<file path="src/rtl/serial_sub_pkg.sv">
// Shared definitions for the serial subtractor: FSM state encoding and step-counter sizing.
package serial_sub_pkg;

  typedef enum logic [1:0] {
    ST_IDLE = 2'd0,
    ST_RUN  = 2'd1,
    ST_DONE = 2'd2
  } state_t;

  // Counter must hold 0..n-1 but never collapse to zero bits when n == 1.
  function automatic int step_cnt_width(input int n);
    int w;
    w = $clog2(n);
    step_cnt_width = (w < 1) ? 1 : w;
  endfunction

endpackage

</file>
<file path="src/rtl/sub_digit.sv">
// Combinational DIGIT-bit ripple of full-subtractor cells: diff = a - b - bin, bout = borrow-out.
module sub_digit #(
  parameter int DIGIT = 1
) (
  input  logic [DIGIT-1:0] a,
  input  logic [DIGIT-1:0] b,
  input  logic             bin,
  output logic [DIGIT-1:0] diff,
  output logic             bout
);

  // Unpacked chain keeps each borrow a separate signal along the ripple.
  logic brw [DIGIT+1];

  assign brw[0] = bin;

  for (genvar gi = 0; gi < DIGIT; gi++) begin : g_cell
    assign diff[gi]    = a[gi] ^ b[gi] ^ brw[gi];
    assign brw[gi + 1] = (~a[gi] & b[gi]) | (~(a[gi] ^ b[gi]) & brw[gi]);
  end

  assign bout = brw[DIGIT];

endmodule

</file>
<file path="src/rtl/serial_subtractor.sv">
// Multi-cycle WIDTH-bit subtractor, DIGIT bits per cycle LSB first, valid/ready on both sides.
// Define SERIAL_SUB_FLAGS_EN to add registered zero and signed-overflow outputs.
module serial_subtractor #(
  parameter int WIDTH = 8,
  parameter int DIGIT = 1
) (
  input  logic             clk,
  input  logic             rst,
  input  logic             in_valid,
  output logic             in_ready,
  input  logic [WIDTH-1:0] a,
  input  logic [WIDTH-1:0] b,
  input  logic             bin,
  output logic             out_valid,
  input  logic             out_ready,
  output logic [WIDTH-1:0] diff,
  output logic             borrow,
  output logic             busy
`ifdef SERIAL_SUB_FLAGS_EN
  ,
  output logic             zero,
  output logic             ovf
`endif
);

  import serial_sub_pkg::*;

  if (WIDTH < 1 || DIGIT < 1 || (WIDTH % DIGIT) != 0) begin : g_bad_cfg
    $error("serial_subtractor: DIGIT must be >= 1 and divide WIDTH");
  end

  localparam int N  = WIDTH / DIGIT;
  localparam int CW = step_cnt_width(N);
  localparam logic [CW-1:0] LAST = CW'(N - 1);

  state_t state_reg;
  state_t state_next;

  logic [WIDTH-1:0] a_reg;
  logic [WIDTH-1:0] b_reg;
  logic [WIDTH-1:0] diff_reg;
  logic             brw_reg;
  logic [CW-1:0]    cnt_reg;

  logic [DIGIT-1:0] dig;
  logic             dig_bout;
  logic [WIDTH-1:0] diff_shift;
  logic             accept;
  logic             step;
  logic             last;

  // ---------------------------------------------------------------- control
  always_ff @(posedge clk or posedge rst) begin
    if (rst) begin
      state_reg <= ST_IDLE;
    end else begin
      state_reg <= state_next;
    end
  end

  always_comb begin
    state_next = state_reg;
    in_ready   = 1'b0;
    out_valid  = 1'b0;
    busy       = 1'b1;
    case (state_reg)
      ST_IDLE: begin
        busy     = 1'b0;
        in_ready = 1'b1;
        if (in_valid) begin
          state_next = ST_RUN;
        end
      end
      ST_RUN: begin
        if (cnt_reg == LAST) begin
          state_next = ST_DONE;
        end
      end
      ST_DONE: begin
        out_valid = 1'b1;
        // Consuming the result frees the slot in the same cycle, so a waiting
        // operand can be taken without an idle bubble.
        in_ready  = out_ready;
        if (out_ready) begin
          state_next = in_valid ? ST_RUN : ST_IDLE;
        end
      end
      default: begin
        state_next = ST_IDLE;
      end
    endcase
  end

  assign accept = in_valid && in_ready;
  assign step   = (state_reg == ST_RUN);
  assign last   = step && (cnt_reg == LAST);

  // ---------------------------------------------------------------- datapath
  sub_digit #(.DIGIT(DIGIT)) u_digit (
    .a    (a_reg[DIGIT-1:0]),
    .b    (b_reg[DIGIT-1:0]),
    .bin  (brw_reg),
    .diff (dig),
    .bout (dig_bout)
  );

  // Result digits enter at the MSB end so after N steps the LSB digit sits at bit 0.
  if (DIGIT == WIDTH) begin : g_shift_full
    assign diff_shift = dig;
  end else begin : g_shift_part
    assign diff_shift = {dig, diff_reg[WIDTH-1:DIGIT]};
  end

  always_ff @(posedge clk or posedge rst) begin
    if (rst) begin
      a_reg    <= '0;
      b_reg    <= '0;
      diff_reg <= '0;
      brw_reg  <= 1'b0;
      cnt_reg  <= '0;
    end else if (accept) begin
      a_reg    <= a;
      b_reg    <= b;
      brw_reg  <= bin;
      cnt_reg  <= '0;
    end else if (step) begin
      a_reg    <= a_reg >> DIGIT;
      b_reg    <= b_reg >> DIGIT;
      diff_reg <= diff_shift;
      brw_reg  <= dig_bout;
      cnt_reg  <= cnt_reg + 1'b1;
    end
  end

  assign diff   = diff_reg;
  assign borrow = brw_reg;

`ifdef SERIAL_SUB_FLAGS_EN
  logic a_msb_reg;
  logic b_msb_reg;
  logic zero_reg;
  logic ovf_reg;

  // Overflow only when operand signs differ and the result sign leaves the minuend's.
  always_ff @(posedge clk or posedge rst) begin
    if (rst) begin
      a_msb_reg <= 1'b0;
      b_msb_reg <= 1'b0;
      zero_reg  <= 1'b0;
      ovf_reg   <= 1'b0;
    end else if (accept) begin
      a_msb_reg <= a[WIDTH-1];
      b_msb_reg <= b[WIDTH-1];
    end else if (last) begin
      zero_reg  <= (diff_shift == '0);
      ovf_reg   <= (a_msb_reg != b_msb_reg) && (diff_shift[WIDTH-1] != a_msb_reg);
    end
  end

  assign zero = zero_reg;
  assign ovf  = ovf_reg;
`endif

endmodule

</file>
<file path="config.mk">
export PLATFORM = sky130hd
export DESIGN_NAME = serial_subtractor
export DESIGN_NICKNAME = d
export VERILOG_FILES = /design/src/rtl/serial_sub_pkg.sv /design/src/rtl/sub_digit.sv /design/src/rtl/serial_subtractor.sv
export SDC_FILE = /design/constraint.sdc
export NUM_CORES = 1
export LEC_CHECK = 0
export ABC_AREA = 1
export ABC_CLOCK_PERIOD_IN_PS = 1000
export CORE_MARGIN = 2
export CORE_UTILIZATION = 35
export CTS_CLUSTER_SIZE = 30
export DETAILED_ROUTE_END_ITERATION = 6
export HOLD_SLACK_MARGIN = 0.06
export PLACE_DENSITY_LB_ADDON = 0.3
export SLEW_MARGIN = 20
export SYNTH_ARGS = -nofsm -noshare
export SYNTH_HDL_FRONTEND = slang
export SYNTH_SLANG_ARGS = --single-unit
export TNS_END_PERCENT = 10
</file>
<file path="constraint.sdc">
create_clock -name clk -period 1 [get_ports clk]
set_input_delay 0.2 -clock clk [delete_from_list [all_inputs] [get_ports clk]]
set_output_delay 0.2 -clock clk [all_outputs]
set_load 0.05 [all_outputs]
</file>
==> tab_implementation.tex <==
\begin{tabular}{lr}
\hline
Metric & Value \\
\hline
\multicolumn{2}{l}{\textbf{Yosys}} \\
Area share of the largest cell type after synthesis & between 40\% and 50\% \\
Average instance area after synthesis & roughly 8 um\^{}2 \\
Count of different cell masters after synthesis & 18 \\
Area of the mapped netlist & between 0.0015 and 0.002 mm\^{}2 \\
Net count of the mapped netlist & approximately 220 \\
Dominant cell type by area after synthesis & dfrtp\_1 \\
Number of instances in the synthesized netlist & roughly 190 \\
Cells taking the most area after synthesis & dfrtp\_1 49\%, nand2\_1 23\%, nand3b\_1 6.8\% \\
Flop and latch count out of synthesis & 30 \\
Sequential element share of the synthesized area & between 40\% and 50\% \\
Yosys warnings & 0 \\
\multicolumn{2}{l}{\textbf{Timing}} \\
Final-report hold violation count & 0 \\
Setup-failing EPs final & 42 \\
Slew Viols, Final & 0 \\
Worst setup margin & -0.327 ns \\
Relative slew margins & around 88\% \\
Share of the clock period used by the worst path & 133\% \\
Crit path time final & between 1 and 1.5 ns \\
Setup Skew & just under 0.007 ns \\
Transition time at the pin with the least slew margin & 0.174 ns \\
Maximum clock frequency & between 700 and 800 MHz \\
Setup repair after global routing missed its margin & yes \\
\multicolumn{2}{l}{\textbf{Finish}} \\
Final design area excluding fillers & between 0.002 and 0.0025 mm\^{}2 \\
Final net count & between 200 and 300 \\
Signed area change from the synthesized netlist to the final layout & 52.2\% \\
Final antenna diode count & 0 \\
Non-filler cells, final & approximately 290 \\
Most used cells in the layout excluding fill and tap cells & 95 x nand2\_1, 27 x dfrtp\_1, 20 x clkdlybuf4s50\_1 \\
Leading cell type in the layout, fill and taps excluded & nand2\_1 \\
Share of post-route cells with drive strength above 1 & 22.6\% \\
\multicolumn{2}{l}{\textbf{Floorplanning}} \\
Area inside the core boundary & 0.00429 mm\^{}2 \\
Die X-Extent & around 70 um \\
DIE AREA & between 0.004 and 0.005 mm\^{}2 \\
Initial Util & between 30\% and 40\% \\
Rows & 24 \\
Die H & between 70 and 80 um \\
I/O pin count & 33 \\
\multicolumn{2}{l}{\textbf{Route}} \\
Number of DRC violations after detailed routing & 0 \\
ANT nets after route & 0 \\
Detailed Route Iter0 Violations & 99 \\
Post-DR vias/cell & between 4 and 5 \\
Routed WL per cell & around 11 um \\
Pre-Repair DR Iteration Count & 6 \\
Final routed wirelength across all metal layers & around 3.3 mm \\
Via count of the routed design & about 1,300 \\
\multicolumn{2}{l}{\textbf{Power}} \\
Static power due to leakage & 1.20 nW \\
Power density of the placed cells & 3330 mW/mm\^{}2 \\
Total power draw & 0.00783 W \\
IR drop worst, VDD & approximately 1700 uV \\
\multicolumn{2}{l}{\textbf{Placed design}} \\
Dpl cell area & about 0.0022 mm\^{}2 \\
Placement Setup Slack & -0.406 ns \\
Total instance count after detailed placement & roughly 280 \\
Port Buf Inserts & 32 \\
Final estimated routing congestion in global placement & between 0.6 and 0.7 \\
HPWL after detailed placement & between 2 and 2.5 mm \\
\multicolumn{2}{l}{\textbf{Setup path}} \\
Crit. End Element & primary output \\
Path type of the worst setup path & flip-flop to primary output \\
Startpoint type of the worst setup path & flip-flop \\
Max stage delay cell, worst path & dfrtp\_2 \\
Required @ worst endpoint & 0.80 ns \\
Slack of the worst reg-to-reg path & -0.22 ns \\
Series of cell instances along the critical path & buf\_6, a21oi\_4, buf\_12 \\
Reg-to-reg endpoint & b\_reg[7] \\
Crit path max fanout & 4 \\
Maximum single-stage delay on the critical path & around 0.44 ns \\
Launch point of the critical path & state\_reg[0] \\
Length in cells of the worst reg-to-reg path & 6 \\
Startpoint of the worst-slack reg-to-reg timing path & state\_reg[0] \\
CP arrival & between 1 and 1.5 ns \\
\multicolumn{2}{l}{\textbf{Worst hold path}} \\
Min-Delay Path Class & input pin to asynchronous set/reset pin \\
\multicolumn{2}{l}{\textbf{Clock tree}} \\
\# H-tree levels & 2 \\
Library cell used as clock root buffer & clkbuf\_8 \\
Inserted Clock Buffers & 5 \\
Clock Sinks & 30 \\
CTS tree & yes \\
Worst-path clk slew & 0.07 ns \\
Max clock buf depth & 2 \\
Clk\_lat worst skew & approximately 0.28 ns \\
\multicolumn{2}{l}{\textbf{Global route}} \\
Congestion Overflow GR & 0 \\
Pin count of the biggest net entering global routing & 31 \\
Wire length of the first global-routing pass & between 6 and 7 mm \\
Combined global-route utilization of all metal layers & 15.8\% \\
Antenna violations before repair & 0 \\
Via count of the first global-routing pass & 1,381 \\
\multicolumn{2}{l}{\textbf{Flow run}} \\
Number of violations of the max-capacitance limit & 0 \\
\multicolumn{2}{l}{\textbf{Run status}} \\
Outcome & complete, but fails checks \\
Violations in the final reports & negative setup slack \\
\hline
\end{tabular}
cells in the mapped netlist:
library cell	count
buf_6	3
nand2_2	1
nor2_4	2
nor2_1	2
a21oi_1	1
buf_2	3
nand3b_1	14
dfrtp_1	30
nand2_1	96
inv_2	1
fa_1	1
xor2_1	1
inv_1	9
ha_1	2
nand3_1	20
o21ai_0	1
nand2_4	1
buf_4	4
worst max path at each step:
| stage | end | slack [ns] | cells past startpoint |
|---|---|---|---|
| 6_report | in_ready | -0.33 | 3 |
| 5_1_grt | in_ready | -0.37 | 3 |
| 4_1_cts | in_ready | -0.33 | 3 |
| 3_5_place_dp | b_reg[4] | -0.41 | 8 |
| 3_3_place_gp | b_reg[2] | -0.40 | 8 |
| 2_1_floorplan | diff[7] | -0.20 | 4 |
through the flow:
step / hold WS, ns / TNS, ns / utilization (%)
after floorplan: 0.291 / -3.47 / -
after global placement: 0.482 / -8.15 / 51.1
after detailed placement: 0.488 / -8.40 / 51.1
after CTS: 0.254 / -5.86 / 54.1
after global routing: 0.292 / -8.27 / 54.7
final: 0.258 / -6.13 / 54.7
area by class of cell:
type | instances | area [um^2]
Clock inverter | 1 | 5.00
Clock buffer | 7 | 86.3
Tap cell | 52 | 65.1
Sequential cell | 30 | 754
Inverter | 10 | 37.5
Multi-Input combinational cell | 142 | 727
Fill cell | 396 | 1940
Timing Repair Buffer | 49 | 674
logic make-up after synthesis:
group	Yosys count	synth area share, %
XOR/XNOR	1	0.567
adder cells (fa/ha/maj)	3	2.92
AO/OA/AOI/OAI	2	0.648
AND/OR/NAND/NOR	136	39.7
buffers and inverters	20	7.54
flip-flops	30	48.6
power by group:
group	internal [W]	leakage (nW)	switching, W	total (W)
registers	0.00181	0.368	0.000453	0.00226
logic	0.00216	0.780	0.00241	0.00457
clock network	0.000554	0.0482	0.000451	0.00101
repair_timing:
item	in CTS	in global routing
setup buffers	2	0
pin swaps	4	1
cloned	0	0
endpoints found under the hold margin	0	0
endpoints found under the setup margin	42	42
hold buffers	0	0
gates resized for setup	6	7
critical path, delay by kind of cell (launching register included):
family / cells / cell delay, ns
compound gates: 1 / 0.12
buf+inv: 2 / 0.29
flops: 1 / 0.44
layer usage:
layer | global-route usage [%] | wire length [um]
met5 | 0 | 0
met4 | 6.41 | 64
met3 | 4.33 | 139
met2 | 25.8 | 1520
met1 | 19.8 | 1600
No activity file was read; power rests on OpenSTA's default activity.
